## src/rtl/pipe_ctrl.sv

```systemverilog
// pipe_ctrl -- central stall/flush controller for the five-stage core.
//
// Each cycle it turns the stage busy signals, the decode load-use hazard
// and the EX branch resolution into per-register hold/bubble controls
// (bit0 PC/F, bit1 D, bit2 E, bit3 M, bit4 W) and the PC redirect.
// A taken branch that arrives while a fetch is outstanding is parked in
// PEND with its target. It is applied once the fetch returns and no
// downstream stall is active, and the returning wrong-path instruction
// is discarded.
//
// Ports:
//   clk            core clock
//   reset          synchronous, active-high
//   if_busy        fetch outstanding, no instruction this cycle
//   mem_busy       M-stage data access not complete
//   ex_busy        multi-cycle EX operation not complete
//   load_use       D-stage instruction depends on a load still in E
//   br_taken       EX resolved a taken branch/jump this cycle
//   br_target      redirect target PC
//   hold[4:0]      register keeps its contents
//   bubble[4:0]    register loads a NOP
//   pc_redirect    PC loads pc_target on this edge
//   pc_target      redirect address (0 when pc_redirect=0)
//   stall_cycles   cycles with any hold bit set   (PIPE_CTRL_PERF_EN)
//   redirect_count number of pc_redirect pulses   (PIPE_CTRL_PERF_EN)
//
// Optional feature macro: PIPE_CTRL_PERF_EN adds the two 64-bit
// performance counters. Without it, the counter ports and logic are absent.

module pipe_ctrl (
    input  logic        clk,
    input  logic        reset,
    input  logic        if_busy,
    input  logic        mem_busy,
    input  logic        ex_busy,
    input  logic        load_use,
    input  logic        br_taken,
    input  logic [63:0] br_target,
    output logic [4:0]  hold,
    output logic [4:0]  bubble,
    output logic        pc_redirect,
    output logic [63:0] pc_target
`ifdef PIPE_CTRL_PERF_EN
    ,
    output logic [63:0] stall_cycles,
    output logic [63:0] redirect_count
`endif
);

    typedef enum logic {
        IDLE = 1'b0,
        PEND = 1'b1
    } state_t;

    state_t      state;
    logic [63:0] pend_target;
    logic        enter_pend;
    logic        leave_pend;

    // Priority decode; the first matching condition owns every output.
    always_comb begin
        hold        = 5'b00000;
        bubble      = 5'b00000;
        pc_redirect = 1'b0;
        pc_target   = 64'd0;
        enter_pend  = 1'b0;
        leave_pend  = 1'b0;
        if (reset) begin
            bubble = 5'b11111;
        end else if (mem_busy) begin
            hold   = 5'b01111;
            bubble = 5'b10000;
        end else if (ex_busy) begin
            hold   = 5'b00111;
            bubble = 5'b01000;
        end else if (state == PEND) begin
            // D and E hold only bubbles here, so br_taken/load_use are moot.
            bubble = 5'b00010;
            if (if_busy) begin
                hold = 5'b00001;
            end else begin
                pc_redirect = 1'b1;
                pc_target   = pend_target;
                leave_pend  = 1'b1;
            end
        end else if (br_taken) begin
            bubble = 5'b00110;
            if (if_busy) begin
                // Fetch still in flight: park the target until it returns.
                hold       = 5'b00001;
                enter_pend = 1'b1;
            end else begin
                pc_redirect = 1'b1;
                pc_target   = br_target;
            end
        end else if (load_use) begin
            hold   = 5'b00011;
            bubble = 5'b00100;
        end else if (if_busy) begin
            hold   = 5'b00001;
            bubble = 5'b00010;
        end
    end

    always_ff @(posedge clk) begin
        if (reset) begin
            state       <= IDLE;
            pend_target <= 64'd0;
        end else if (enter_pend) begin
            state       <= PEND;
            pend_target <= br_target;
        end else if (leave_pend) begin
            state       <= IDLE;
        end
    end

`ifdef PIPE_CTRL_PERF_EN
    always_ff @(posedge clk) begin
        if (reset) begin
            stall_cycles   <= 64'd0;
            redirect_count <= 64'd0;
        end else begin
            if (hold != 5'b00000)
                stall_cycles <= stall_cycles + 64'd1;
            if (pc_redirect)
                redirect_count <= redirect_count + 64'd1;
        end
    end
`endif

endmodule

```

## config.mk

```make
export PLATFORM = sky130hd
export DESIGN_NAME = pipe_ctrl
export DESIGN_NICKNAME = d
export VERILOG_FILES = /design/src/rtl/pipe_ctrl.sv
export SDC_FILE = /design/constraint.sdc
export NUM_CORES = 1
export LEC_CHECK = 0
export ABC_AREA = 1
export CORE_MARGIN = 2
export CORE_UTILIZATION = 49
export CTS_BUF_LIST = sky130_fd_sc_hd__clkbuf_2 sky130_fd_sc_hd__clkbuf_4 sky130_fd_sc_hd__clkbuf_8
export DETAILED_ROUTE_END_ITERATION = 10
export HOLD_SLACK_MARGIN = 0.02
export PLACE_DENSITY = 0.88
export SLEW_MARGIN = 0
export SYNTH_ARGS = -nofsm -noshare
export SYNTH_HDL_FRONTEND = slang
export SYNTH_SLANG_ARGS = --single-unit
```

## constraint.sdc

```tcl
create_clock -name clk -period 3.6 [get_ports clk]
set_input_delay 0.72 -clock clk [delete_from_list [all_inputs] [get_ports clk]]
set_output_delay 0.72 -clock clk [all_outputs]
set_load 0.05 [all_outputs]
```

==> summary.md, run 1 <==
| Metric | Value |
|---|---|
| Slew @ Worst Pin | 1.003 ns |
| Clk sink count | 65 |
| Mux share of post-synthesis cell area | 0 |
| FF-to-FF path depth | 4 |
| CP Max Fanout | 40 |
| VDD IR-drop max | between 0.15 and 0.2 mV |
| Number of CTS-inserted buffers | 9 |
| Pin count of the biggest net entering global routing | 102 |
| Core ar. | around 0.0076 mm² |
| Adder-cell share of the synthesized area | 0 |
| Met1 Use GR | 0.3553 |
| Worst Path Required | around 2.9 ns |
| Rows | 32 |
| Dpl hpwl | between 8 and 9 mm |
| Setup bufs post-CTS | 0 |
| # hold bufs at CTS | 0 |
| Simple-Gate Fraction of Synth Area | 0.4264 |
| I/O Buffers | 144 |
| CTS tree | done |
| Routing usage on met3 | 0.06265 |
| Gpl congestion | about 0.8 |
| RSZ-0062 raised after global routing | false |
| Most common cell after layout, fill and taps aside | nand2_1 |
| Unique masters post-synth | 19 |
| Worst rel slew slack | 0.3315 |
| Via density | roughly 5.3 |
| Global routing's busiest layer | met2 |
| Wire per inst | around 14 µm |
| CP peak stage delay | 0.59 ns |
| Max Slew Vio Count | 0 |
| # Max-Cap Violations | 0 |
| Total leakage power | ~0.0026 µW |
| Fin crit share | 0.9046 |
| Vias in the first global route | between 4k and 5k |
| Crit-path cells | clkdlybuf4s50_1 > nor2_4 > buf_4 > nand2_1 > a21oi_1 > buf_12 |
| TritonRoute pass-1 iters | 5 |
| Initial DRC count | between 300 and 400 |
| Syn_nets | 727 |
| Clk_lat worst skew | 0.34 ns |
| # H-tree levels | 3 |
| Pwr/cell area | between 200 and 300 mW/mm² |
| Post-Synth XOR/XNOR Area | 0 |
| Net count, final | around 850 |
| Post-synthesis sequential area ratio | 0.3403 |
| Synth warn | 0 |
| DR vias | approximately 4.7k |
| # DRC | 0 |
| F_max | about 300 MHz |
| IO Pins | roughly 150 |
| Worst-path clk slew | roughly 0.07 ns |
| Most frequent cells in the layout | nand2_1 (184), nor2_1 (129), nand3_1 (80) |
| Min Tclk post-route | about 3.3 ns |
| WS Path Type | in2out |
| DIE AREA | ~0.0085 mm² |
| Post-Syn Area | roughly 0.0038 mm² |
| Starting Density | 0.5000 |
| Worst min path class | reg2reg |
| Final wirelength | ~13 mm |
| Area grow syn2layout | 58.74% |
| GRT met2 Usage | 0.5006 |
| Final Skew | between 0.008 and 0.009 ns |
| Setup crit end kind | output pin |
| Slowest CP cell | clkdlybuf4s50_1 |
| Mapped Cells | 656 |
| Post-CTS Resized | 0 |
| Setup TNS | 0 ns |
| Syn avg cell area | roughly 5.8 µm² |
| Die Wd | around 90 µm |
| CTS Buffer Depth | 2 |
| Flop and latch count out of synthesis | between 60 and 70 |
| # fillers | between 500 and 600 |
| Crit start category | input port |
| Fin. Hold Viols | 0 |
| WP data arrival | ~2.5 ns |
| Total gr overflow | 0 |
| Share of cells above drive strength 1 | 0.1427 |
| Chip height | between 90 and 100 µm |
| Tot GR Track Use | 0.2996 |
| Final setup viols | 0 |
| Design Power | around 1700 µW |
| Hold slack | 0.4786 ns |
| Initial antenna violation count | 0 |
| Clock tree root driver cell | clkbuf_8 |
| Main combinational cell family by area after synthesis | simple AND/OR/NAND/NOR gates |
| Outcome | complete, no violations |
| Compound-cell area share of the yosys netlist | 0.09326 |
| Hold depth | 2 |
| # diodes | 0 |
| ANT nets after route | 0 |
| First-pass GRT wire length | between 20 and 25 mm |
cell type report:
type / instances / area [µm²] / share of cell area
inverter: 68 / 255.2 / 0.04205
clock inverter: 2 / 12.51 / 0.002061
timing repair buffer: 157 / 2197 / 0.3620
clock buffer: 13 / 172.7 / 0.02845
tap: 102 / 127.6 / 0.02103
multi-input combinational: 473 / 2003 / 0.3300
sequential: 65 / 1301 / 0.2144
state kept, by name, indices dropped and copies added, names as in the netlist:
signal and flops:
state 1, pend_target 64
per-stage QoR:
stage               std cells  area (µm²)    util  setup WS (ns)
floorplan                 656        3824       -         0.6592
CTS                       880        6070  0.7937         0.3707
finish                    880        6070  0.7937         0.3434
global route              880        6070  0.7937         0.2448
detailed placement        865        5884  0.7695         0.3687
global placement          865        5884  0.7695         0.4646
per-layer routing:
metal  part of all wire  vias up
li1                   -     2249
met1               0.40     2180
met2               0.49      206
met3              0.069       45
met4              0.047        0
met5                  0        -
power breakdown:
part           leakage, µW  internal (µW)  total (µW)  switching, µW
Sequential        0.000528            743         755           12.9
Clock            0.0000949            310         588            278
Combinational      0.00202            154         363            209
cell usage after synthesis:
master,number,share of area
inv_1,65,0.064
buf_2,32,0.042
conb_1,1,0.00098
inv_2,3,0.0029
nor2_2,2,0.0033
nand2_2,1,0.0016
nor2_1,129,0.13
buf_1,1,0.00098
nor2_4,2,0.0059
nand3_1,81,0.11
clkbuf_1,9,0.0088
a31oi_1,1,0.0016
dfxtp_1,65,0.34
buf_6,5,0.015
buf_4,3,0.0059
a21oi_1,66,0.086
nor3_1,1,0.0013
nand2_1,185,0.18
o21ai_0,4,0.0052
logic make-up after synthesis:
family | Yosys count
DFF | 65
buffers and inverters | 118
AOI/OAI and AO/OA | 71
other | 1
and+or+nand+nor | 401
final timing paths:
check             startpoint               to  slack, ns
max                  if_busy    pc_target[10]       0.34
min          pend_target[27]  pend_target[27]       0.48
max reg2reg            state  pend_target[40]       1.70
min reg2reg  pend_target[27]  pend_target[27]       0.48
critical path: cells and delay by family:
kind                   cells  cell delay [ns]
AND/OR/NAND/NOR            2             0.31
buffers and inverters      3             1.15
AO/OA/AOI/OAI              1             0.32
No activity file was read; power rests on OpenSTA's default activity.
==> inputs of run 2 (changes only) <==
- CTS_CLUSTER_SIZE: unset -> 8
- PLACE_DENSITY: 0.88 -> 0.92
==> run 2 against run 1 <==
Net effect:
- sequential share of layout area shrank 0.084 points
- largest cell class unchanged
- critical path type unchanged
- first-iteration DRC count down 13%
- sequential power is essentially flat
==> summary.md, run 2 (synthesized netlist as in run 1, its figures left out) <==
| Metric | Value |
|---|---|
| Outcome | complete, no violations |
| Wire per inst | 14.06 µm |
| Initial DRC count | around 280 |
| Worst min path class | reg2reg |
| Rows | 32 |
| Number of CTS-inserted buffers | 9 |
| DIE AREA | 0.008526 mm² |
| Final instance area | approximately 0.0061 mm² |
| DR vias | between 4k and 5k |
| VDD IR-drop max | between 0.2 and 0.25 mV |
| Worst rel slew slack | 0.3453 |
| Net count, final | between 800 and 900 |
| Hold slack | between 0.4 and 0.5 ns |
| Reg with most FFs | pend_target |
| Util after Layout | 0.7968 |
| First-pass GRT wire length | slightly above 20 mm |
| Area grow syn2layout | 59.36% |
| Pwr/cell area | roughly 290 mW/mm² |
| RSZ-0062 raised after global routing | false |
| # hold bufs at CTS | 0 |
| Slew @ Worst Pin | a little under 1 ns |
| Fin crit share | 0.9122 |
| Post-CTS Resized | 0 |
| CP Max Fanout | 19 |
| Psw | a little under 500 µW |
| Top Registers | pend_target: 64 flops, state: 1 flops |
| Share of cells above drive strength 1 | 0.1405 |
| Tot GR Track Use | 0.2948 |
| Switching Share | 0.2815 |
| Hold depth | 2 |
| WP data arrival | between 2 and 3 ns |
| IO Pins | 146 |
| Final setup viols | 0 |
| ANT nets after route | 0 |
| # diodes | 0 |
| Clock power share | 0.361 |
| Chip height | 92.34 µm |
| Setup bufs post-CTS | 0 |
| Max Slew Vio Count | 0 |
| Placed Area | around 0.0059 mm² |
| Gpl congestion | 0.7858 |
| WS Path Type | in2out |
| Max reg flops | 64 |
| # DRC | 0 |
| RR Endpoint | pend_target[17] |
| Hold Crit Start | pend_target[27] |
| Total gr overflow | 0 |
| Hold Path Sink | pend_target[27] |
| CTS tree | done |
| Die Wd | 92.34 µm |
| Setup TNS | 0 ns |
| Crit start category | input port |
| Reg2Reg Launch Point | state |
| Dpl hpwl | ~8.6 mm |
| Most common cell after layout, fill and taps aside | nand2_1 |
| I/O Buffers | 144 |
| Clock tree root driver cell | clkbuf_8 |
| Setup crit end kind | output pin |
| Core ar. | between 0.007 and 0.008 mm² |
| Flop2flop setup slack | about 1.7 ns |
| Most frequent cells in the layout | nand2_1 (184), nor2_1 (129), nand3_1 (80) |
| Clk_lat worst skew | about 0.33 ns |
| Pin count of the biggest net entering global routing | around 100 |
| Min Tclk post-route | 3.284 ns |
| Final wirelength | between 10 and 15 mm |
| CTS Buffer Depth | 2 |
| Worst-path clk slew | 0.07 ns |
| TritonRoute pass-1 iters | 5 |
| Comb pwr share | 0.206 |
| Final Skew | 0.005840 ns |
| Int Pwr | 1257 µW |
| FF-to-FF path depth | 5 |
| Clk sink count | 65 |
| Starting Density | 0.5000 |
| Via density | 5.223 |
| Fin. Hold Viols | 0 |
| Worst Path Required | between 2 and 3 ns |
| # Max-Cap Violations | 0 |
| # H-tree levels | 3 |
| Initial antenna violation count | 0 |
| Sequential Power Share | 0.432 |
| Total leakage power | 0.002651 µW |
| F_max | 304.5 MHz |
| Vias in the first global route | 4506 |
[run 2: cell types whose count changed in the layout (fill, tap and decap cells not counted), sizes merged]
cell	change
clkbuf	-1
bufinv	+1
clkinv	+1
buf	-2
clkinvlp	-1
[run 2: metrics by stage]
| stage | total power (µW) | setup slack, ns | cells |
|---|---|---|---|
| after global placement | 1115 | 0.4352 | 863 |
| after CTS | 1746 | 0.3303 | 878 |
| final | 1749 | 0.3160 | 878 |
| after detailed placement | 1129 | 0.3344 | 863 |
| after global routing | 1811 | 0.2193 | 878 |
| after floorplan | 956.6 | 0.6592 | 656 |
[run 2: critical path, cell delays in order]
cell             delay [ns]
clkdlybuf4s50_1        0.45
inv_1                  0.15
nand3_2                0.40
buf_4                  0.36
a21oi_1                0.29
buf_12                 0.19
[run 2: worst max-delay path by stage]
stage,start,end,slack (ns),cells past startpoint
floorplan,br_taken,bubble[1],0.66,4
global placement,mem_busy,pc_target[61],0.44,6
detailed placement,mem_busy,pc_target[60],0.33,6
CTS,mem_busy,pc_target[60],0.33,6
global route,mem_busy,pc_target[60],0.22,6
finish,mem_busy,pc_target[60],0.32,6
[run 2: cell type report]
class / instances / area, µm²
Timing Repair Buffer: 155 / 2207
Multi-Input combinational cell: 473 / 2003
Fill cell: 497 / 1554
Sequential cell: 65 / 1301
Inverter: 68 / 255.2
Clock buffer: 12 / 158.9
Tap cell: 102 / 127.6
Clock inverter: 3 / 40.04
[run 2: power by group through the flow]
stage | Combinational, µW | Clock [µW] | Sequential [µW]
finish | 361 | 632 | 756
CTS | 360 | 631 | 755
floorplan | 189 | 0 | 768
detailed placement | 358 | 0 | 771
global route | 390 | 663 | 757
global placement | 346 | 0 | 769
[run 2: per-layer routing]
metal | global-route usage | part of all wire | vias to the layer above
met4 | 0.1182 | 0.036 | 0
met1 | 0.3349 | 0.39 | 2103
met3 | 0.05940 | 0.064 | 36
met2 | 0.5377 | 0.51 | 202
li1 | - | - | 2245
met5 | 0 | 0 | -
